## src/rtl/card_authorizer_if.sv

```systemverilog
// Signals between the card reader, the keypad/vending_machine snoop taps and card_authorizer.
// slave = card_authorizer side, master = the environment driving it.
interface card_authorizer_if #(
   parameter int unsigned BalW = 8
);
   logic            card_swipe;
   logic [BalW-1:0] card_bal;
   logic            key_press;
   logic [2:0]      cost;
   logic            invalid_sel;
   logic            vend;
   logic            failed_tran;
   logic            card_in;
   logic            valid_tran;
   logic [BalW-1:0] balance;
   logic            declined;
   logic            refund;
   logic            busy;
   logic [7:0]      txn_count;

   modport slave (
      input  card_swipe, card_bal, key_press, cost, invalid_sel, vend, failed_tran,
      output card_in, valid_tran, balance, declined, refund, busy, txn_count
   );

   modport master (
      output card_swipe, card_bal, key_press, cost, invalid_sel, vend, failed_tran,
      input  card_in, valid_tran, balance, declined, refund, busy, txn_count
   );
endinterface

```

## src/rtl/card_authorizer.sv

```systemverilog
// Card-side authorizer for vending_machine: holds the card balance, approves/declines the
// selected price, debits on approval and refunds when no vend follows.
// Optional: define CARD_AUTH_TXN_COUNT_EN to keep a saturating count of successful vends.
module card_authorizer #(
   parameter int unsigned BalW       = 8,
   parameter int unsigned AuthLat    = 2,
   parameter int unsigned KeyTimeout = 5,
   parameter int unsigned VendWait   = 8
) (
   input logic              clk,
   input logic              reset,
   card_authorizer_if.slave bus
);
   localparam int unsigned MaxCntA = (KeyTimeout > VendWait) ? KeyTimeout : VendWait;
   localparam int unsigned MaxCnt  = (MaxCntA > AuthLat) ? MaxCntA : AuthLat;
   localparam int unsigned TmrW    = $clog2(MaxCnt + 1);

   typedef enum logic [2:0] {
      StIdle,
      StKey1,
      StKey2,
      StSample,
      StAuth,
      StConfirm
   } state_e;

   state_e            state_q, state_d;
   logic [TmrW-1:0]   timer_q, timer_d;
   logic [BalW-1:0]   balance_q, balance_d;
   logic [2:0]        cost_q, cost_d;
   logic              card_in_q, card_in_d;
   logic              valid_q, valid_d;
   logic              declined_q, declined_d;
   logic              refund_q, refund_d;
   logic              busy_q, busy_d;

   always_comb begin
      state_d    = state_q;
      timer_d    = timer_q;
      balance_d  = balance_q;
      cost_d     = cost_q;
      card_in_d  = 1'b0;
      valid_d    = 1'b0;
      declined_d = 1'b0;
      refund_d   = 1'b0;

      unique case (state_q)
         StIdle: begin
            if (bus.card_swipe) begin
               balance_d = bus.card_bal;
               card_in_d = 1'b1;
               timer_d   = '0;
               state_d   = StKey1;
            end
         end
         StKey1, StKey2: begin
            if (bus.key_press) begin
               timer_d = '0;
               state_d = (state_q == StKey1) ? StKey2 : StSample;
            end else if (timer_q == TmrW'(KeyTimeout - 1)) begin
               state_d = StIdle;
            end else begin
               timer_d = timer_q + TmrW'(1);
            end
         end
         StSample: begin
            if (bus.invalid_sel) begin
               state_d = StIdle;
            end else begin
               cost_d  = bus.cost;
               timer_d = '0;
               state_d = StAuth;
            end
         end
         StAuth: begin
            if (timer_q == TmrW'(AuthLat - 1)) begin
               timer_d = '0;
               // Debit only after the compare, so the balance can never wrap.
               if (balance_q >= BalW'(cost_q)) begin
                  valid_d   = 1'b1;
                  balance_d = balance_q - BalW'(cost_q);
                  state_d   = StConfirm;
               end else begin
                  declined_d = 1'b1;
                  state_d    = StIdle;
               end
            end else begin
               timer_d = timer_q + TmrW'(1);
            end
         end
         StConfirm: begin
            if (bus.vend) begin
               state_d = StIdle;
            end else if (bus.failed_tran || (timer_q == TmrW'(VendWait - 1))) begin
               balance_d = balance_q + BalW'(cost_q);
               refund_d  = 1'b1;
               state_d   = StIdle;
            end else begin
               timer_d = timer_q + TmrW'(1);
            end
         end
         default: state_d = StIdle;
      endcase

      busy_d = (state_d != StIdle);
   end

   always_ff @(posedge clk) begin
      if (reset) begin
         state_q    <= StIdle;
         timer_q    <= '0;
         balance_q  <= '0;
         cost_q     <= '0;
         card_in_q  <= 1'b0;
         valid_q    <= 1'b0;
         declined_q <= 1'b0;
         refund_q   <= 1'b0;
         busy_q     <= 1'b0;
      end else begin
         state_q    <= state_d;
         timer_q    <= timer_d;
         balance_q  <= balance_d;
         cost_q     <= cost_d;
         card_in_q  <= card_in_d;
         valid_q    <= valid_d;
         declined_q <= declined_d;
         refund_q   <= refund_d;
         busy_q     <= busy_d;
      end
   end

   assign bus.card_in    = card_in_q;
   assign bus.valid_tran = valid_q;
   assign bus.balance    = balance_q;
   assign bus.declined   = declined_q;
   assign bus.refund     = refund_q;
   assign bus.busy       = busy_q;

`ifdef CARD_AUTH_TXN_COUNT_EN
   logic       vend_ok;
   logic [7:0] txn_q;

   // VEND takes priority over FAILED_TRAN, so any vend seen in CONFIRM is a success.
   assign vend_ok = (state_q == StConfirm) && bus.vend;

   always_ff @(posedge clk) begin
      if (reset) begin
         txn_q <= 8'd0;
      end else if (vend_ok && (txn_q != 8'hff)) begin
         txn_q <= txn_q + 8'd1;
      end
   end

   assign bus.txn_count = txn_q;
`else
   assign bus.txn_count = 8'd0;
`endif
endmodule

```

## src/flat_wrapper.sv

```systemverilog
// flat-port wrapper written by rule: the top's interface ports become plain ports
module card_authorizer_flat 
#(
   parameter int unsigned BalW       = 8,
   parameter int unsigned AuthLat    = 2,
   parameter int unsigned KeyTimeout = 5,
   parameter int unsigned VendWait   = 8
)
  (clk, reset, bus_card_swipe, bus_card_bal, bus_key_press, bus_cost, bus_invalid_sel, bus_vend, bus_failed_tran, bus_card_in, bus_valid_tran, bus_balance, bus_declined, bus_refund, bus_busy, bus_txn_count);
  card_authorizer_if #(.BalW(BalW)) bus_i ();
  input logic clk;
  input logic reset;
  input wire logic [$bits(bus_i.card_swipe)-1:0] bus_card_swipe;
  input wire logic [$bits(bus_i.card_bal)-1:0] bus_card_bal;
  input wire logic [$bits(bus_i.key_press)-1:0] bus_key_press;
  input wire logic [$bits(bus_i.cost)-1:0] bus_cost;
  input wire logic [$bits(bus_i.invalid_sel)-1:0] bus_invalid_sel;
  input wire logic [$bits(bus_i.vend)-1:0] bus_vend;
  input wire logic [$bits(bus_i.failed_tran)-1:0] bus_failed_tran;
  output wire logic [$bits(bus_i.card_in)-1:0] bus_card_in;
  output wire logic [$bits(bus_i.valid_tran)-1:0] bus_valid_tran;
  output wire logic [$bits(bus_i.balance)-1:0] bus_balance;
  output wire logic [$bits(bus_i.declined)-1:0] bus_declined;
  output wire logic [$bits(bus_i.refund)-1:0] bus_refund;
  output wire logic [$bits(bus_i.busy)-1:0] bus_busy;
  output wire logic [$bits(bus_i.txn_count)-1:0] bus_txn_count;
  assign bus_i.card_swipe = bus_card_swipe;
  assign bus_i.card_bal = bus_card_bal;
  assign bus_i.key_press = bus_key_press;
  assign bus_i.cost = bus_cost;
  assign bus_i.invalid_sel = bus_invalid_sel;
  assign bus_i.vend = bus_vend;
  assign bus_i.failed_tran = bus_failed_tran;
  assign bus_card_in = bus_i.card_in;
  assign bus_valid_tran = bus_i.valid_tran;
  assign bus_balance = bus_i.balance;
  assign bus_declined = bus_i.declined;
  assign bus_refund = bus_i.refund;
  assign bus_busy = bus_i.busy;
  assign bus_txn_count = bus_i.txn_count;
  card_authorizer #(.BalW(BalW), .AuthLat(AuthLat), .KeyTimeout(KeyTimeout), .VendWait(VendWait)) u_core (.clk(clk), .reset(reset), .bus(bus_i));
endmodule
```

## config.mk

```make
export PLATFORM = sky130hd
export DESIGN_NAME = card_authorizer_flat
export DESIGN_NICKNAME = d
export VERILOG_FILES = /design/src/rtl/card_authorizer_if.sv /design/src/rtl/card_authorizer.sv /design/src/flat_wrapper.sv
export SDC_FILE = /design/constraint.sdc
export NUM_CORES = 1
export LEC_CHECK = 0
export ABC_CLOCK_PERIOD_IN_PS = 2400
export CAP_MARGIN = 20
export CORE_MARGIN = 8
export CORE_UTILIZATION = 40
export DETAILED_ROUTE_END_ITERATION = 8
export GPL_TIMING_DRIVEN = 1
export PLACE_DENSITY = 0.65
export SKIP_CTS_REPAIR_TIMING = 1
export SLEW_MARGIN = 40
export SYNTH_ARGS = -nofsm -noshare
export SYNTH_HDL_FRONTEND = slang
export SYNTH_SLANG_ARGS = --single-unit
```

## constraint.sdc

```tcl
create_clock -name clk -period 2.4 [get_ports clk]
set_clock_uncertainty 0.1 [all_clocks]
set_input_delay 0.48 -clock clk [delete_from_list [all_inputs] [get_ports clk]]
set_output_delay 0.48 -clock clk [all_outputs]
set_load 0.03 [all_outputs]
```

### Word level (Yosys, flattened, before mapping)

Cells that the tools add are included.

* register bits: 23
* latch bits: 0
* memory bits (writable): 0
* bits in read-only memories: 0
* bits of input ports: 18
* word-level logic and storage cells: 74
* memories: 0

* add/sub/neg operators: 3
* multipliers: 0
* div/mod/pow operators: 0
* order comparisons: 1
* eq/ne operators: 16
* shifts and indexed selects: 0
* mux-type cells: 28
* bitwise logic cells: 5
* reduce and logical (&&, ||, !) cells: 12

Operators with widths (count)
* two-way mux 8 bit: 5
* two-way mux 4 bit: 7
* two-way mux 3 bit: 8
* one-hot mux 8 bit (3 select lines): 1
* one-hot mux 4 bit (5 select lines): 1
* one-hot mux 3 bit (5 select lines): 1
* AND reduction 6 bit: 2
* adder 8 x 3 -> 8 bit: 1
* == test 4 x 3 -> 1 bit, second input constant: 2
* greater-or-equal comparator 8 x 3 -> 1 bit: 1
* inequality test 2 bit, second input constant: 4
* subtractor 8 x 3 -> 8 bit: 1
* == test 3 x 2 -> 1 bit, second input constant: 2
* == test 3 bit, second input constant: 2
* inequality test 2 x 1 -> 1 bit, second input constant: 3
* nonzero test 3 bit: 2
* OR reduction 3 bit: 2
* two-way mux 1 bit: 5
* NOT 1 bit: 5
* nonzero test 5 bit: 1
* adder 4 x 1 -> 4 bit, second input constant: 1
* == test 4 x 1 -> 1 bit, second input constant: 1
* OR reduction 2 bit: 2
* == test 3 x 1 -> 1 bit, second input constant: 1
* other kinds (4): 4

### Depth between registers and ports, before layout

Gate-level depths: netlist (run 1).

* depth after elaboration: 6
* gate-level depth with buffers: 9
* gate-level depth less buffers: 9

### Least setup slack after synthesis (run 1)

OpenSTA, ideal clock, no wires.

* path type: reg2reg
* start: register u_core.balance_q[0], in the netlist u_core.bus.balance[0]
* end: register u_core.balance_q[4], in the netlist u_core.bus.balance[4]
* library setup time: 0.087 ns
* arrival: 2.166 ns
* data required time: 2.213 ns
* slack: 0.047 ns
* stages on the path, launching flop included: 10
* buffers on the path: 0
* period minus slack after synthesis: 2.353 ns
* cell sequence: dfxtp_1 > inv_1 > ha_1 > inv_1 > fa_1 > a21o_1 > nor4_4 > o32ai_4 > a211o_1 > o31ai_1

* cells in the longest elaborated chain, start to end: 4

Ends and longest elaborated chain
* from (decl): line card_authorizer.sv:29 `logic [BalW-1:0] balance_q, balance_d;`
* from (signal assigned): line card_authorizer.sv:122 `balance_q <= balance_d;`
* adder 8 x 3 -> 8 bit or subtractor 8 x 3 -> 8 bit (tied branches): line card_authorizer.sv:95, card_authorizer.sv:81
* two-way mux 8 bit, on equally long branches: line card_authorizer.sv:94, card_authorizer.sv:79
* two-way mux 8 bit, on equally long branches: line card_authorizer.sv:92, card_authorizer.sv:76
* one-hot mux 8 bit (3 select lines): line card_authorizer.sv:47 `unique case (state_q)`

Several ways; a longest one is shown, not always the timed one. The select of a mux whose other input is x is not followed.
A chain may end at the register's enable or synchronous reset.

### Worst setup path after layout (run 1)

* start: register u_core.balance_q[0], in the netlist u_core.bus.balance[0]
* end: register u_core.busy_q, in the netlist u_core.bus.busy

* cells in the longest elaborated chain, start to end: 5

Ends and longest elaborated chain
* greater-or-equal comparator 8 x 3 -> 1 bit: line card_authorizer.sv:79 `if (balance_q >= BalW'(cost_q)) begin`
* two-way mux 3 bit: line card_authorizer.sv:79
* two-way mux 3 bit: line card_authorizer.sv:76 `if (timer_q == TmrW'(AuthLat - 1)) begin`
* one-hot mux 3 bit (5 select lines): line card_authorizer.sv:47
* nonzero test 3 bit: line card_authorizer.sv:105 `busy_d = (state_d != StIdle);`
* to (signal assigned): line card_authorizer.sv:128 `busy_q <= busy_d;`
* to (decl): line card_authorizer.sv:35 `logic busy_q, busy_d;`

No other way between the ends.

==> results of run 1 <==
==> worst max-delay path: stages, from the launching register on <==
cell and delay [ns]:
dfxtp_1 0.35, inv_2 0.07, ha_2 0.17, inv_1 0.05
fa_2 0.35, a21o_4 0.25, nor4b_4 0.32, a211oi_1 0.15
o311a_1 0.35
==> registers in the layout (all words and copies together) (netlist names) <==
name,flops
u_core.bus.balance,8
u_core.timer_q,4
u_core.cost_q,3
u_core.state_q,3
u_core.bus.busy,1
u_core.bus.card_in,1
u_core.bus.declined,1
u_core.bus.refund,1
u_core.bus.valid_tran,1
==> per-stage QoR <==
step / worst slack (ns) / total power [mW] / util (%) / cell area (sq um) / instances
after floorplan: 0.04696 / 0.6529 / - / 1834 / 221
after global routing: -0.01351 / 1.064 / 51.38 / 2237 / 299
final: 0.1297 / 1.007 / 51.38 / 2237 / 299
after global placement: 0.1022 / 0.7471 / 49.43 / 2152 / 294
after detailed placement: 0.05311 / 0.7483 / 49.43 / 2152 / 294
after CTS: 0.02691 / 1.006 / 50.49 / 2198 / 298
==> layout by cell type, fill, tap and decap left out, types with 2 or more instances in the layout <==
cell type	count
buf_4	10
nor2b_1	6
o32ai_2	2
a211oi_2	2
mux2i_1	5
o21ai_0	10
nand4_1	3
nand2_1	12
o311ai_0	2
o211ai_1	8
nor4_1	3
a211oi_1	2
a21oi_1	7
clkdlybuf4s50_1	30
o21a_1	2
a22oi_1	3
nor3_1	7
conb_1	8
o2bb2ai_1	2
and4b_1	2
inv_1	9
and2_1	2
dfxtp_1	23
nor2_1	17
or3_4	2
nand3b_1	2
ha_1	8
clkbuf_8	3
nand2b_1	9
o32ai_1	2
nand3_1	9
nor3b_1	2
==> path summary, 6_finish.rpt <==
check / from / end / slack [ns] / cells after the start
worst max-delay path: u_core.bus.balance[0]$_SDFFE_PP0P_ / u_core.bus.busy$_SDFF_PP0_ / 0.13 / 8
worst min-delay path: u_core.bus.balance[0]$_SDFFE_PP0P_ / u_core.bus.balance[0]$_SDFFE_PP0P_ / 0.42 / 2
worst max register to register: u_core.bus.balance[0]$_SDFFE_PP0P_ / u_core.bus.busy$_SDFF_PP0_ / 0.13 / 8
worst min register to register: u_core.bus.balance[0]$_SDFFE_PP0P_ / u_core.bus.balance[0]$_SDFFE_PP0P_ / 0.42 / 2
==> area by class of cell <==
type                       instances  area share (%)
timing repair buffer              40           16.78
clock inverter                     1          0.2237
inverter                          10           1.678
sequential                        23           20.58
tap                               52           2.908
clock buffer                       3           1.846
multi-input combinational        170           55.98
==> logic make-up after synthesis <==
kind of cell	after synthesis
AO/OA/AOI/OAI	56
XOR/XNOR	2
adder cells (fa/ha/maj)	11
buffers and inverters	29
flip-flops	23
multiplexers	6
other	1
AND/OR/NAND/NOR	86
==> power groups by stage <==
stage | clock network (mW) | registers [mW] | logic [mW]
after global routing | 0.280 | 0.437 | 0.347
final | 0.253 | 0.432 | 0.322
after CTS | 0.265 | 0.431 | 0.310
after floorplan | 0 | 0.455 | 0.198
after detailed placement | 0 | 0.440 | 0.309
after global placement | 0 | 0.440 | 0.307
==> layer usage <==
layer,wire [um],GRT usage [%],vias to the layer above
li1,-,-,846
met1,2262,17.72,823
met2,2238,20.30,41
met3,227,2.734,2
met4,34,4.153,0
met5,0,0,-
==> impl_metrics.yaml, run 1 <==
status:
  status: "finished clean"
clocking:
  htree_levels: 1
  path_clk_slew_ns: 0.09
  insertion_delay_ns: 0.27
  cts_buffers: 3
  clock_sinks: 23
  cts_tree: "built"
  cts_buffer_depth: 2
  cts_root_buffer: "clkbuf_8"
yosys:
  synth-main-ff-cell: "dfxtp_1"
  synthSimpleGateAreaFrac_pct: 28.24
  synth_adder_area_share_pct: 8.443
  syn_avg_cell_area_sq_um: 8.449
  yosys-top-cells-count: "23 x dfxtp_1, 17 x nor2_1, 12 x nand2_1"
  yosysTopAreaCell: "dfxtp_1"
  ys_types: 62
  yosysMostFrequentCell: "dfxtp_1"
  syn_area_sq_um: 1808
  ys_seq_area_share_pct: 25.47
  synth-seq-cells: 23
  synth_top_family_by_area: "simple AND/OR/NAND/NOR gates"
  yosysTopAreaCellShare_pct: 25.47
  async_flop_share_pct: 0
  syn_inst: 214
  synth_edf_count: 0
  synth_compound_area_share_pct: 24.22
  yosys-mux-area-fraction_pct: 3.599
  yosys_warnings: 0
  synthXorXnorAreaFrac_pct: 0.9689
  ys_top_cells_by_area: "dfxtp_1 25%, ha_1 6.2%, buf_4 4.6%"
power:
  cellPowerDensity_nw_per_um2: 450.1
  ir_drop_uv: 230.5
  switchingPower_mw: 0.3483
  p_leak_nw: 0.8314
  clockPowerShare_pct: 25.1
  power.internal_mw: 0.6585
  switching_share_pct: 34.60
  pwr-share-comb_pct: 32.0
  seqPwrFrac_pct: 42.9
sta:
  slew_headroom_pct: 50.15
  clock.fmax_mhz: 440.5
  setup_viol: 0
  hold_violations: 0
  drv_slew: 0
  tns_ns: 0
  whs_ns: 0.4168
  worst-slew-pin-transition_ns: 0.7454
  min_period_ns: 2.270
  finalCritPeriodShare_pct: 94.60
cells_and_area:
  ff_latch_area_sq_um: 460.4
  final_nets: 277
  antenna_cells: 0
  drive_gt1_share_pct: 13.36
  syn_to_final_growth_pct: 23.74
  fillers: 425
  multi_input_area_sq_um: 1252
grt:
  overflow: 0
  grt_pass1_vias: 1605
  grt_pass1_wl_um: 7900
  antenna_found_initial: 0
  track_usage_pct: 13.17
  grt_max_degree: 20
worst_setup_path:
  crit_type: "register to register"
  cp.required_ns: 2.46
  critical_path.startpoint_type: "register"
  cp-end-kind: "register"
  cp_max_fo: 4
  arrival_ns: 2.33
die:
  rows: 24
  boundaryPins: 39
  die_x_um: 83.23
  die_h_um: 83.23
  start_util_pct: 41.52
  die_area_sq_um: 6927
  fp.coreArea_sq_um: 4354
flow_run:
  max_cap_violations: 0
detailed_routing:
  drt-wirelength-per-cell_um: 15.93
  antenna_left: 0
  drt_first_iter_violations: 183
  vias_per_cell: 5.726
  drc: 0
  wl_um: 4764
  routed-via-count: 1712
  dr.pass1.iters: 4
hold_path:
  min_path_type: "register to register"
placement:
  port_buffers: 30
  gp_congestion: 0.8595
  hpwl_um: 3523
(Power assumes the default switching activity.)
==> run 2: changes to the inputs <==
Settings changed: CAP_MARGIN 20 to default.
==> results of run 2 <==
The final DEF is identical to that of run 1; final timing and power are the same.
==> run 3: changes to the inputs <==
Settings changed: CTS_CLUSTER_SIZE from default to 12.
==> results of run 3 <==
The final DEF is identical to that of run 1; final timing and power are the same.
